File: src/rtl/alu_exec_unit_pkg.sv
// ---------------------------------------------------------------------------
// alu_exec_unit_pkg
// Shared encodings for the execute stage: the ALU control codes driven on
// gout, the two-bit aluop classes coming from the main decoder, and the
// R-type funct patterns that select an ALU operation.
// ---------------------------------------------------------------------------
package alu_exec_unit_pkg;

   // ALU control codes; the unlisted codes (011, 100, 101) produce zero
   typedef enum logic [2:0] {
      GOUT_AND = 3'b000,
      GOUT_OR  = 3'b001,
      GOUT_ADD = 3'b010,
      GOUT_SUB = 3'b110,
      GOUT_SLT = 3'b111
   } gout_e;

   // aluop classes {aluop1, aluop0}; any value with the high bit set is R-type
   localparam logic [1:0] ALUOP_ADD   = 2'b00;
   localparam logic [1:0] ALUOP_SUB   = 2'b01;
   localparam logic [1:0] ALUOP_RTYPE = 2'b10;

   // R-type funct[3:0] patterns
   localparam logic [3:0] FUNCT_ADD = 4'b0000;
   localparam logic [3:0] FUNCT_SUB = 4'b0010;
   localparam logic [3:0] FUNCT_AND = 4'b0100;
   localparam logic [3:0] FUNCT_OR  = 4'b0101;
   localparam logic [3:0] FUNCT_SLT = 4'b1010;

endpackage

File: src/rtl/alu_ctrl_dec.sv
// ---------------------------------------------------------------------------
// alu_ctrl_dec
// Purely combinational ALU control decoder. Maps the aluop class and the
// instruction funct bits onto a three-bit ALU control code.
//   i_aluop1 : aluop high bit (1 = R-type, decode funct)
//   i_aluop0 : aluop low bit (selects subtract when not R-type)
//   i_funct  : instruction bits [3:0]
//   o_gout   : ALU control code
// ---------------------------------------------------------------------------
module alu_ctrl_dec
   import alu_exec_unit_pkg::*;
(
   input  logic       i_aluop1,
   input  logic       i_aluop0,
   input  logic [3:0] i_funct,
   output logic [2:0] o_gout
);

   // R-type takes priority over the low aluop bit; unknown functs fall
   // back to add so a stray encoding still yields a defined result
   always_comb begin
      o_gout = GOUT_ADD;
      if (i_aluop1) begin
         case (i_funct)
            FUNCT_ADD: o_gout = GOUT_ADD;
            FUNCT_SUB: o_gout = GOUT_SUB;
            FUNCT_AND: o_gout = GOUT_AND;
            FUNCT_OR:  o_gout = GOUT_OR;
            FUNCT_SLT: o_gout = GOUT_SLT;
            default:   o_gout = GOUT_ADD;
         endcase
      end else if (i_aluop0) begin
         o_gout = GOUT_SUB;
      end
   end

endmodule

File: src/rtl/alu_exec_unit.sv
// ---------------------------------------------------------------------------
// alu_exec_unit
// Single-cycle execute stage: ALU control decode, ALU, zero detect, PC+inc
// and branch-target adders, all captured in one output register stage.
//   clk, rst          : clock, asynchronous active-high reset
//   in_valid          : operands valid this cycle
//   aluop1/aluop0     : ALU op class
//   funct             : instruction bits [3:0]
//   dataa, datab      : ALU operands
//   pc, sextad        : program counter, shifted sign-extended offset
//   branch            : branch instruction flag
//   out_valid         : in_valid delayed one cycle
//   sum, zout, gout   : registered ALU result, zero flag, control code
//   adder1out         : registered pc + PC_INC
//   adder2out         : registered pc + PC_INC + sextad
//   pcsrc             : registered branch AND zero
// ---------------------------------------------------------------------------
module alu_exec_unit
   import alu_exec_unit_pkg::*;
#(
   parameter int WIDTH  = 32,
   parameter int PC_INC = 4
) (
   input  logic             clk,
   input  logic             rst,
   input  logic             in_valid,
   input  logic             aluop1,
   input  logic             aluop0,
   input  logic [3:0]       funct,
   input  logic [WIDTH-1:0] dataa,
   input  logic [WIDTH-1:0] datab,
   input  logic [WIDTH-1:0] pc,
   input  logic [WIDTH-1:0] sextad,
   input  logic             branch,
   output logic             out_valid,
   output logic [WIDTH-1:0] sum,
   output logic             zout,
   output logic [2:0]       gout,
   output logic [WIDTH-1:0] adder1out,
   output logic [WIDTH-1:0] adder2out,
   output logic             pcsrc
);

   logic [2:0]       w_gout;
   logic [WIDTH-1:0] w_result;
   logic             w_zero;
   logic [WIDTH-1:0] w_adder1;
   logic [WIDTH-1:0] w_adder2;
   logic             w_slt;

   logic             r_outValid;
   logic [WIDTH-1:0] r_sum;
   logic             r_zout;
   logic [2:0]       r_gout;
   logic [WIDTH-1:0] r_adder1;
   logic [WIDTH-1:0] r_adder2;
   logic             r_pcsrc;

   alu_ctrl_dec u_ctrlDec (
      .i_aluop1 (aluop1),
      .i_aluop0 (aluop0),
      .i_funct  (funct),
      .o_gout   (w_gout)
   );

   assign w_slt = ($signed(dataa) < $signed(datab));

   // ALU datapath; add and sub simply wrap, overflow is not reported
   always_comb begin
      w_result = '0;
      case (w_gout)
         GOUT_AND: w_result = dataa & datab;
         GOUT_OR:  w_result = dataa | datab;
         GOUT_ADD: w_result = dataa + datab;
         GOUT_SUB: w_result = dataa - datab;
         GOUT_SLT: w_result = {{(WIDTH-1){1'b0}}, w_slt};
         default:  w_result = '0;
      endcase
   end

   assign w_zero   = (w_result == '0);
   assign w_adder1 = pc + WIDTH'(PC_INC);
   assign w_adder2 = w_adder1 + sextad;

   // Output register: valid tracks in_valid every cycle, data only loads on
   // a valid beat so idle cycles leave the last result visible
   always_ff @(posedge clk or posedge rst) begin
      if (rst) begin
         r_outValid <= 1'b0;
         r_sum      <= '0;
         r_zout     <= 1'b0;
         r_gout     <= 3'b000;
         r_adder1   <= '0;
         r_adder2   <= '0;
         r_pcsrc    <= 1'b0;
      end else begin
         r_outValid <= in_valid;
         if (in_valid) begin
            r_sum    <= w_result;
            r_zout   <= w_zero;
            r_gout   <= w_gout;
            r_adder1 <= w_adder1;
            r_adder2 <= w_adder2;
            r_pcsrc  <= branch & w_zero;
         end
      end
   end

   assign out_valid = r_outValid;
   assign sum       = r_sum;
   assign zout      = r_zout;
   assign gout      = r_gout;
   assign adder1out = r_adder1;
   assign adder2out = r_adder2;
   assign pcsrc     = r_pcsrc;

endmodule

File: config.mk
export PLATFORM = sky130hd
export DESIGN_NAME = alu_exec_unit
export DESIGN_NICKNAME = d
export VERILOG_FILES = /design/src/rtl/alu_exec_unit_pkg.sv /design/src/rtl/alu_ctrl_dec.sv /design/src/rtl/alu_exec_unit.sv
export SDC_FILE = /design/constraint.sdc
export NUM_CORES = 1
export LEC_CHECK = 0
export BUFFER_PORTS_ARGS = -buffer_cell sky130_fd_sc_hd__buf_2
export CORE_ASPECT_RATIO = 0.8
export CORE_UTILIZATION = 50
export CTS_BUF_LIST = sky130_fd_sc_hd__clkbuf_4
export DETAILED_ROUTE_END_ITERATION = 6
export PLACE_DENSITY_LB_ADDON = 0.25
export SETUP_SLACK_MARGIN = 0.1
export SYNTH_ARGS = -nofsm -noshare
export SYNTH_HDL_FRONTEND = slang
export SYNTH_SLANG_ARGS = --single-unit
File: constraint.sdc
create_clock -name clk -period 7.9 [get_ports clk]
set_input_delay 0.79 -clock clk [delete_from_list [all_inputs] [get_ports clk]]
set_output_delay 0.79 -clock clk [all_outputs]
set_load 0.05 [all_outputs]
# After elaboration in Yosys (flattened, before gate mapping)
# Cells that the tools add are included.
[totals]
ff_bits = 102
output_inout_bits = 102
elab_cells = 29
[classes]
addsub = 4
n_lt_le_gt_ge = 1
eq_ne = 8
muxes = 4
n_bitwise = 3
reduce_logical = 2
[op_table]
columns = ["operator", "count"]
rows = [
  ["one-hot mux 32 bit (5 select lines)", 1],
  ["adder 32 bit", 2],
  ["adder 32 x 3 -> 32 bit (second input constant)", 1],
  ["bitwise AND 32 bit", 1],
  ["zero test 32 bit", 1],
  ["less-than comparator 32 bit", 1],
  ["bitwise OR 32 bit", 1],
  ["subtractor 32 bit", 1],
  ["one-hot mux 3 bit (4 select lines)", 1],
  ["== test 4 x 3 -> 1 bit (second input constant)", 2],
  ["== test 3 bit (second input constant)", 2],
  ["2-to-1 mux 3 bit", 2],
  ["== test 4 x 2 -> 1 bit (second input constant)", 1],
  ["== test 4 bit (second input constant)", 1],
  ["== test 3 x 1 -> 1 bit (second input constant)", 1],
  ["== test 3 x 2 -> 1 bit (second input constant)", 1],
  ["zero test 3 bit", 1],
  ["bitwise AND 1 bit", 1],
]

# Depth between registers and ports, before layout
# Gate-level depths: netlist of the first run.
[depth]
ltp_word = 7
mapped_depth = 18
ltp_nobuf = 18

# Cells and area by module
# From an unflattened synthesis of the first run, not the netlist that was laid out.
[hier_totals]
hier_cells = 1360
area_unflattened_um2 = 10973.0
[modules_own_cells]
columns = ["mod", "n_inst", "cells_each", "area_each_um2", "seq_area_each_um2"]
rows = [
  ["alu_exec_unit", 1, 1354, 10916.7, 2552.4],
  ["alu_ctrl_dec", 1, 6, 56.3, 0.0],
]

# Worst setup path before layout of the first run
# OpenSTA, ideal clock, no wires.
[synth_timing]
path_type = "input to register"
startpoint = "input pc[2]"
endpoint = "register r_adder2[31] (netlist: adder2out[31])"
setup_ns = 0.125
t_arrival_ns = 4.063
required_ns = 7.775
path_slack_ns = 3.712
stages = 18
cell_sequence = "ha_1 > nand3_1 > nor2_1 > and2_1 > and3_1 > nand4_1 > xnor2_1 > ha_1 > a21o_1 > a21oi_1 > inv_1 > a2111oi_0 > a2111oi_0 > o31ai_1 > a21oi_1 > a21oi_1 > xnor2_1 > mux2_2"
[synth_between]
elab_chain_cells = 2
[synth_rtl]
columns = ["item", "line", "source"]
rows = [
  ["start, declared", "alu_exec_unit.sv:32", "input logic [WIDTH-1:0] pc,"],
  ["adder 32 x 3 -> 32 bit", "alu_exec_unit.sv:82", "assign w_adder1 = pc + WIDTH'(PC_INC);"],
  ["named net w_adder1[18]", "alu_exec_unit.sv:47", "logic [WIDTH-1:0] w_adder1;"],
  ["adder 32 bit", "alu_exec_unit.sv:83", "assign w_adder2 = w_adder1 + sextad;"],
  ["end signal, assigned", "alu_exec_unit.sv:103", "r_adder2 <= w_adder2;"],
  ["end, declared", "alu_exec_unit.sv:56", "logic [WIDTH-1:0] r_adder2;"],
]
# The timed path passes the listed nets, and every way through them passes these cells.
# A chain may end at the register's enable or synchronous reset.

# Final worst setup path of the first run
# Same ends and word-level chain as after synthesis.

==> summary.md, run 1 <==
| Metric | Value |
|---|---|
| CP Data Required Time | `8.31 ns` |
| Post-Syn Nets | `1605` |
| Critical Path End Type | `flop` |
| Max_slew headroom | `0.329` |
| Tcrit/Tclk final | `0.589` |
| Number of remaining DRC errors | `0` |
| Nets | `1803` |
| Outcome | `finished, final reports clean` |
| Sequential Area | `2550 um^2` |
| DIE AREA | `22700 um^2` |
| Setup bufs post-CTS | `0` |
| CTS buffer count | `9` |
| Initial antenna violation count | `1` |
| Worst hold path type | `input pin to async pin` |
| TritonCTS clock tree | `built` |
| Sum of negative setup slack | `0 ns` |
| CP startpoint | `pc[2]` |
| Input/output buffers | `239` |
| Gpl congestion | `0.977` |
| Via Count | `10900` |
| Peak VDD IR | `0.158 mV` |
| Most frequent cells in the layout | `buf_2 (238), inv_1 (133), ha_1 (129), nor2_1 (106)` |
| Syn_area_per_cell | `8.27 um^2` |
| Largest net degree at the start of global routing | `86` |
| Register area share after synthesis | `0.231` |
| Yosys cell types | `88` |
| Final Setup Violations | `0` |
| Crit-path max FO | `6` |
| Vias per std cell | `5.99` |
| Fill cells | `2011` |
| Starting Density | `0.510` |
| Leakage | `0.00606 uW` |
| Final Power | `2230 uW` |
| Longest Clk Path Bufs | `2` |
| CTS root buffer | `clkbuf_4` |
| Reg-to-reg endpoint | `adder2out[30]` |
| Final ANT Viol Nets | `0` |
| CTS clock-pin slew for the worst setup and hold paths | `0.22 ns` |
| Die H | `135 um` |
| Worst-Skew Late Latency | `0.49 ns` |
| Ys flop type | `dfrtp_1` |
| Area growth from synthesis to layout | `14.0%` |
| Pre-Repair DR Iteration Count | `5` |
| Critical Path AT | `5.06 ns` |
| Final number of hold-violating endpoints | `0` |
| Global-route wire length before repair | `53100 um` |
| RR Startpoint | `adder2out[30]` |
| I/O pin cnt | `240` |
| Post-synth EDFFs | `0` |
| Die span in x | `168 um` |
| Slew @ Worst Pin | `1.01 ns` |
| Area of the multi-input gates | `7730 um^2` |
| Core ar. | `21600 um^2` |
| WS Path Type | `input pin to flop` |
| Hold buffer count at cts | `0` |
| DP HPWL | `26400 um` |
| Worst Setup EP | `adder2out[31]` |
| H-tree depth | `3` |
| Clock Sinks | `102` |
| Worst reg-to-reg setup slack | `7.09 ns` |
| Post-CTS sizing | `0` |
| Max Cap Viol | `0` |
| Final min period | `4.65 ns` |
| Mapped cell area | `11000 um^2` |
| R2R cell count | `2` |
| Max Clock Freq | `215 MHz` |
| Commonest non-fill, non-tap cell in the layout | `buf_2` |
| Routed WL | `34100 um` |
| Layout cells sized above 1 | `0.236` |
| Total grt overflow | `0` |
| RSZ-0062 raised after global routing | `false` |
| Async SR Flop Fraction | `1.00` |
| Vias in the first global route | `10100` |
| Floorplan row count | `48` |
| Yosys reg bits | `102` |
| Mapped Cells | `1335` |
| Startpoint Class | `input pin` |
| Gr usage total | `0.297` |
| Clk_skew | `0 ns` |
| Initial DRC Count | `921` |
| PwrDens | `177 nW/um^2` |
| Syn. warnings | `0` |
| Routed wire length per instance | `18.8 um` |
| Max Slew Vio Count | `0` |
## cells by family (layout without fill, tap and decap cells)
family / after synthesis / after routing / synth area share
AO/OA/AOI/OAI: 377 / 377 / 0.234
multiplexers: 100 / 100 / 0.0991
XOR/XNOR: 72 / 72 / 0.0571
other: 0 / 2 / 0
adder cells (fa/ha/maj): 132 / 132 / 0.152
AND/OR/NAND/NOR: 355 / 355 / 0.158
flip-flops: 102 / 102 / 0.231
buffers and inverters: 197 / 400 / 0.0685
## cell usage after synthesis (8+ instances only)
master	n	area, um^2
buf_2	12	60.1
nor3_1	25	125
o21a_1	10	75.1
dfrtp_1	102	2550
o221ai_1	8	70.1
xnor2_1	52	455
o211ai_1	10	75.1
nor2_1	106	398
mux2_2	74	833
a211oi_1	23	173
a21oi_1	102	510
inv_1	134	503
nand2b_1	12	75.1
nor4_1	10	62.6
a21o_1	23	173
mux2i_1	26	260
xor2_1	20	175
a31oi_1	17	106
o21ai_0	44	220
nand2_1	86	323
nor2b_1	20	125
o21ai_1	11	55.1
ha_1	129	1610
and3_1	12	75.1
o22ai_1	10	62.6
a221oi_1	13	114
o21bai_1	15	113
clkbuf_1	42	158
nand3_1	25	125
nand4_1	16	100
o31ai_1	11	82.6
## worst min-delay path by stage
stage	endpoint	cells after the start	from	slack [ns]
global route	adder1out[5]	2	rst	0.35
global placement	sum[21]	1	sum[21]	0.46
CTS	sum[16]	2	rst	0.33
floorplan	gout[0]	2	gout[0]	0.75
detailed placement	sum[13]	1	sum[13]	0.47
finish	sum[16]	2	rst	0.33
## cell type report
type                    count  area share
diodes                      2    0.000398
clock buffers               9     0.00537
clock inverters             7     0.00776
inverters                 136      0.0408
multi-input cells        1036       0.615
flip-flops and latches    102       0.203
well taps                 275      0.0274
repair buffers            248       0.101
## stage by stage
step | setup WS [ns] | cells | area [um^2] | utilization | hold slack [ns]
global route | 2.88 | 1815 | 12600 | 0.582 | 0.348
global placement | 2.87 | 1797 | 12400 | 0.574 | 0.460
CTS | 3.37 | 1813 | 12600 | 0.582 | 0.326
floorplan | 3.71 | 1335 | 11000 | - | 0.750
detailed placement | 2.80 | 1797 | 12400 | 0.574 | 0.470
finish | 3.25 | 1815 | 12600 | 0.582 | 0.328
## power breakdown
| group | leakage (uW) | total [uW] | internal (uW) | switching, uW |
|---|---|---|---|---|
| Clock | 0.0000897 | 340 | 108 | 231 |
| Sequential | 0.00119 | 672 | 619 | 53.6 |
| Combinational | 0.00478 | 1220 | 382 | 838 |
## registers in the layout, indices dropped and copies added, names as in the netlist
| signal | cells |
|---|---|
| adder1out | 32 |
| adder2out | 32 |
| gout | 3 |
| out_valid | 1 |
| pcsrc | 1 |
| sum | 32 |
| zout | 1 |
## critical path, cell delays in order
cell and delay, ns:
buf_2 0.13, ha_1 0.19, nand3_1 0.12, nor2_1 0.19, and2_1 0.25, and3_1 0.29
nand4_1 0.14, xnor2_1 0.19, ha_1 0.33, a21o_1 0.21, a21oi_1 0.27, inv_1 0.07
a2111oi_0 0.66, a2111oi_0 0.27, o31ai_1 0.35, a21oi_1 0.10, a21oi_1 0.18, xnor2_1 0.07
mux2_2 0.26
## per-layer routing
layer,track usage,up-vias,wire [um]
met4,0.0798,0,727
li1,-,5199,-
met2,0.452,462,14600
met5,0,-,0
met3,0.0466,60,2620
met1,0.435,5151,16200
Power figures use the tool's default switching activity.
==> run 2, diff against run 1 <==
Clock period 7.9 ns to 4.6 ns, I/O delays scaled along.
==> run 2 against run 1 <==
First-iteration DRC count unchanged. Final cell count is 1.1% higher. Highest routed layer is now met5. Non-clock buffer count is 19 higher. Largest power group unchanged.
==> summary.md, run 2 (same netlist as run 1, synthesis figures left out) <==
| Metric | Value |
|---|---|
| PnR worst setup slack | `0.441 ns` |
| Post-CTS sizing | `0` |
| Nets | `1822` |
| Gpl congestion | `0.993` |
| Peak VDD IR | `0.277 mV` |
| Vias in the first global route | `9952` |
| Switching share of power | `0.500` |
| Sequential Area | `2550 um^2` |
| Setup WS pre-CTS | `0.0721 ns` |
| Max Cap Viol | `0` |
| Final number of hold-violating endpoints | `0` |
| Initial antenna violation count | `3` |
| Final cell utilization of the core | `0.589` |
| Comb power frac | `0.551` |
| Largest net degree at the start of global routing | `68` |
| Floorplan row count | `48` |
| Pre-Repair DR Iteration Count | `5` |
| Startpoint Class | `input pin` |
| Max stage delay on crit path | `0.51 ns` |
| Most frequent cells in the layout | `buf_2 (238), inv_1 (133), ha_1 (129), nor2_1 (106)` |
| Initial DRC Count | `921` |
| Critical-path top delay cell | `a2111oi_0` |
| CP Cell Sequence | `buf_2 > ha_1 > nand3_1 > nor2_1 > and2_1 > and3_1 > nand4_1 > xnor2_1 > ha_1 > a21o_1 > a21oi_1 > inv_1 > a2111oi_0 > buf_4 > a2111oi_0 > o31ai_1 > a21oi_1 > a21oi_1 > xnor2_1 > mux2_2` |
| Setup bufs post-CTS | `0` |
| Psw | `1920 uW` |
| Die H | `135 um` |
| Longest Clk Path Bufs | `2` |
| H-tree depth | `3` |
| Sum of negative setup slack | `0 ns` |
| WS Path Type | `input pin to flop` |
| Gr usage total | `0.293` |
| Routed wire length per instance | `18.5 um` |
| Outcome | `finished, final reports clean` |
| Leakage | `0.00615 uW` |
| Total grt overflow | `0` |
| Crit path buffers/inverters | `3` |
| Vias per std cell | `5.98` |
| Clk_skew | `0 ns` |
| Clock Sinks | `102` |
| Worst-Skew Late Latency | `0.49 ns` |
| Clk network pwr share | `0.150` |
| RSZ-0062 raised after global routing | `false` |
| Area of the multi-input gates | `7730 um^2` |
| Input/output buffers | `239` |
| TritonCTS clock tree | `built` |
| P_int | `1920 uW` |
| PwrDens | `302 nW/um^2` |
| Global-route wire length before repair | `52800 um` |
| Max Clock Freq | `240 MHz` |
| Starting Density | `0.510` |
| CTS root buffer | `clkbuf_4` |
| Max Slew Vio Count | `0` |
| Layout cells sized above 1 | `0.245` |
| Critical Path AT | `4.57 ns` |
| Area growth from synthesis to layout | `15.3%` |
| Die span in x | `168 um` |
| Commonest non-fill, non-tap cell in the layout | `buf_2` |
| DIE AREA | `22700 um^2` |
| Critical Path End Type | `flop` |
| Sequential power share | `0.299` |
| Via Count | `11000` |
| Fill cells | `1989` |
| Worst hold path type | `input pin to async pin` |
| Final min period | `4.16 ns` |
| Number of remaining DRC errors | `0` |
| Most used cell, CP | `a21oi_1` |
| Core ar. | `21600 um^2` |
| Worst reg-to-reg setup slack | `3.80 ns` |
| DP HPWL | `26600 um` |
| I/O pin cnt | `240` |
| Delay-heaviest family, CP | `compound AO/OA/AOI/OAI gates` |
| CP Data Required Time | `5.01 ns` |
| Tcrit/Tclk final | `0.904` |
| CTS buffer count | `9` |
| CTS clock-pin slew for the worst setup and hold paths | `0.21 ns` |
| Final Setup Violations | `0` |
| Max_slew headroom | `0.430` |
| Final ANT Viol Nets | `0` |
| Slew @ Worst Pin | `0.856 ns` |
| Routed WL | `34000 um` |
| Crit-path max FO | `6` |
| Hold buffer count at cts | `0` |
==> run 2: cell types whose count changed in the layout (fill, tap and decap cells not counted) <==
cell / change
clkinv_4: +1
buf_4: +19
inv_8: -1
inv_6: -1
clkinv_8: +1
diode_2: +1
==> run 2: worst paths after layout <==
path	start	end	cells after the start
max	pc[2]	adder2out[31]	20
min	rst	sum[4]	2
max reg2reg	adder2out[31]	adder2out[31]	1
min reg2reg	sum[21]	sum[21]	1
max in group asynchronous	rst	out_valid	3
min in group clk	pc[2]	adder1out[2]	2
==> run 2: layout make-up <==
class / instances / area share
clock inverter: 7 / 0.00806
antenna: 3 / 0.000590
multi-input combinational: 1036 / 0.607
tap: 275 / 0.0270
clock buffer: 9 / 0.00531
inverter: 136 / 0.0403
timing repair buffer: 267 / 0.111
sequential: 102 / 0.201
==> run 2: power by group through the flow <==
stage,Combinational [uW],Sequential (uW),Clock [uW]
floorplan,927,1760,0
global placement,2080,1160,0
detailed placement,2090,1170,0
CTS,2100,1150,597
global route,2260,1170,621
finish,2120,1150,578
==> run 2: stage by stage <==
step / instance area, um^2 / cells / total power [uW] / hold slack [ns]
after floorplan: 11000 / 1335 / 2690 / 0.491
after global placement: 12600 / 1816 / 3240 / 0.458
after detailed placement: 12600 / 1816 / 3260 / 0.467
after CTS: 12700 / 1832 / 3850 / 0.109
after global routing: 12700 / 1834 / 4050 / 0.136
final: 12700 / 1835 / 3840 / 0.0944
==> run 2: layer usage <==
metal	track usage	share of wire
met5	0	0.00038
met4	0.0702	0.016
met3	0.0700	0.097
met2	0.438	0.43
met1	0.423	0.46
==> run 3, diff against run 2 <==
Settings changed: ABC_AREA from default to 1, BUFFER_PORTS_ARGS -buffer_cell sky130_fd_sc_hd__buf_2 to -buffer_cell sky130_fd_sc_hd__clkbuf_2.
==> run 3 against run 2 <==
Sequential cell count stayed put. Register-to-register slack better by 0.03 ns. Final cell count is 44% higher. Critical endpoint unchanged. Combinational power is 8% lower. Worst setup slack better by 0.89 ns. Highest routed layer is now met4. Total power is 8.4% lower. Final area is 10% higher. Clock skew stayed put. Via count is 29% higher. Maximum frequency is 27% higher.
==> summary.md, run 3 <==
| Metric | Value |
|---|---|
| Floorplan row count | `51` |
| Critical Path AT | `3.61 ns` |
| Peak VDD IR | `0.184 mV` |
| Max_slew headroom | `0.419` |
| Area growth from synthesis to layout | `12.1%` |
| Leading area contributor after synthesis | `dfrtp_1` |
| Gpl congestion | `0.994` |
| Pre-Repair DR Iteration Count | `6` |
| PnR worst setup slack | `1.33 ns` |
| Post-route cell area | `14000 um^2` |
| P_int | `1650 uW` |
| CP Data Required Time | `4.94 ns` |
| Vias in the first global route | `12700` |
| Tcrit/Tclk final | `0.710` |
| Worst-Skew Late Latency | `0.50 ns` |
| Syn_area_per_cell | `5.93 um^2` |
| Sum of negative setup slack | `0 ns` |
| Die H | `144 um` |
| Die span in x | `179 um` |
| Outcome | `finished, final reports clean` |
| Commonest non-fill, non-tap cell in the layout | `nand2_1` |
| Largest net degree at the start of global routing | `76` |
| Psw | `1870 uW` |
| Nets | `2583` |
| Top cells by count, synth | `nand2_1 (671), inv_1 (339), nor2_1 (221), nand3_1 (151), a21oi_1 (131)` |
| I/O pin cnt | `240` |
| Post-Syn Nets | `2381` |
| Routed WL | `42700 um` |
| Routed wire length per instance | `16.2 um` |
| TritonCTS clock tree | `built` |
| Input/output buffers | `239` |
| Ys flop type | `dfrtp_1` |
| DP HPWL | `35600 um` |
| Clk_skew | `0 ns` |
| Initial antenna violation count | `1` |
| Post-CTS sizing | `0` |
| Gr usage total | `0.329` |
| Max Cap Viol | `0` |
| Mapped cell area | `12500 um^2` |
| R2R cell count | `1` |
| Number of remaining DRC errors | `0` |
| Max Clock Freq | `306 MHz` |
| DIE AREA | `25700 um^2` |
| Yosys cell types | `48` |
| Worst hold path type | `input pin to async pin` |
| PwrDens | `251 nW/um^2` |
| Area contributors post-synth | `dfrtp_1 (20%), nand2_1 (20%), ha_1 (13%)` |
| Total grt overflow | `0` |
| Worst reg-to-reg setup slack | `3.83 ns` |
| Async SR Flop Fraction | `1.00` |
| Starting Density | `0.512` |
| Placed cell area | `13900 um^2` |
| Leakage | `0.00826 uW` |
| Comb power frac | `0.557` |
| Sequential power share | `0.316` |
| RSZ-0062 raised after global routing | `false` |
| Final number of hold-violating endpoints | `0` |
| H-tree depth | `3` |
| Fill cells | `2590` |
| Yosys top cell area share | `0.204` |
| Yosys reg bits | `102` |
| Startpoint Class | `input pin` |
| Crit-path max FO | `5` |
| Mapped Cells | `2111` |
| Sequential Area | `2550 um^2` |
| Vias per std cell | `5.35` |
| Switching share of power | `0.530` |
| Setup bufs post-CTS | `0` |
| Global-route wire length before repair | `65600 um` |
| WS Path Type | `input pin to flop` |
| Longest Clk Path Bufs | `2` |
| Final ANT Viol Nets | `0` |
| Clock Sinks | `102` |
| Max Slew Vio Count | `0` |
| Layout cells sized above 1 | `0.145` |
| Post-synth EDFFs | `0` |
| Final min period | `3.27 ns` |
| Slew @ Worst Pin | `0.871 ns` |
| Area of the multi-input gates | `8370 um^2` |
| CTS buffer count | `9` |
| Reg-to-reg endpoint | `adder2out[2]` |
| Final cell utilization of the core | `0.574` |
| Hold buffer count at cts | `0` |
| Syn. warnings | `0` |
| Setup WS pre-CTS | `0.889 ns` |
| Top-count cell post-synth | `nand2_1` |
| Critical Path End Type | `flop` |
| CTS clock-pin slew for the worst setup and hold paths | `0.19 ns` |
| Initial DRC Count | `1213` |
| Clk network pwr share | `0.126` |
| RR Startpoint | `adder2out[2]` |
| Core ar. | `24400 um^2` |
| Via Count | `14100` |
| CTS root buffer | `clkbuf_4` |
| Final Setup Violations | `0` |
| Register area share after synthesis | `0.204` |
| CP startpoint | `pc[4]` |
| Most frequent cells in the layout | `nand2_1 (671), inv_1 (338), clkbuf_2 (239), nor2_1 (221), nand3_1 (151)` |
## run 3: cell count changes after synthesis, moves of 23 or more
cell,delta
nand2_1,+585
inv_1,+205
nand3_1,+126
nor2_1,+115
mux2_2,-74
xnor2_1,-44
o21ai_0,+39
a21oi_1,+29
mux2i_1,-26
a211oi_1,-23
## run 3: critical path: stages
cell and delay, ns:
clkbuf_2 0.13, nand2_1 0.07, nor2_2 0.15, nand3_2 0.17, nor2_4 0.18, nand3_4 0.11, nor2_4 0.12, nand2_2 0.10
nor2_4 0.15, nand3_4 0.10, nor2_4 0.14, xor2_1 0.20, inv_1 0.08, ha_1 0.33, nand2_1 0.17, inv_1 0.08
a21oi_1 0.16, inv_1 0.07, a21oi_1 0.14, o21ai_0 0.10, a21oi_1 0.15, xnor2_1 0.13, o21ai_0 0.10
## run 3: metrics by stage
stage / std cells / power [uW] / hold slack, ns
detailed placement: 2620 / 3060 / 0.461
floorplan: 2111 / 2490 / 0.491
CTS: 2636 / 3500 / 0.142
finish: 2637 / 3520 / 0.0793
global route: 2637 / 3750 / 0.168
global placement: 2620 / 3040 / 0.454
## run 3: how the worst max path moves through the flow
stage | end | slack, ns | cells past startpoint
floorplan | adder1out[0] | 1.46 | 1
global placement | adder2out[31] | 0.96 | 23
detailed placement | adder2out[31] | 0.89 | 23
CTS | adder2out[31] | 1.41 | 23
global route | adder2out[31] | 1.06 | 23
finish | adder2out[31] | 1.33 | 23
## run 3: layout make-up
cell class,count,share of cell area
Antenna cell,1,0.000178
Clock buffer,9,0.00482
Clock inverter,7,0.00348
Inverter,358,0.0961
Multi-Input combinational cell,1597,0.597
Sequential cell,102,0.182
Tap cell,318,0.0284
Timing Repair Buffer,245,0.0885
## run 3: kinds of logic (layout without fill, tap and decap cells)
group           Yosys count  after routing  synth area share
xor+xnor                 29             29            0.0221
flops                   102            102             0.204
compound gates          283            283             0.123
buf+inv                 412            619             0.128
other cells               0              1                 0
fa+ha+maj               132            132             0.134
simple gates           1153           1153             0.390
## run 3: metal layers
metal  vias up  global-route usage  wire length (um)
li1       7026                   -                 -
met1      6403               0.473             19800
met4         0              0.0660               865
met2       602               0.502             17900
met5         -                   0                 0
met3        67              0.0688              4090
## run 3: power by group through the flow
stage	Clock (uW)	Combinational (uW)	Sequential [uW]
final	445	1960	1110
after global routing	481	2140	1130
after CTS	449	1940	1110
after detailed placement	0	1940	1130
after global placement	0	1920	1130
after floorplan	0	926	1560
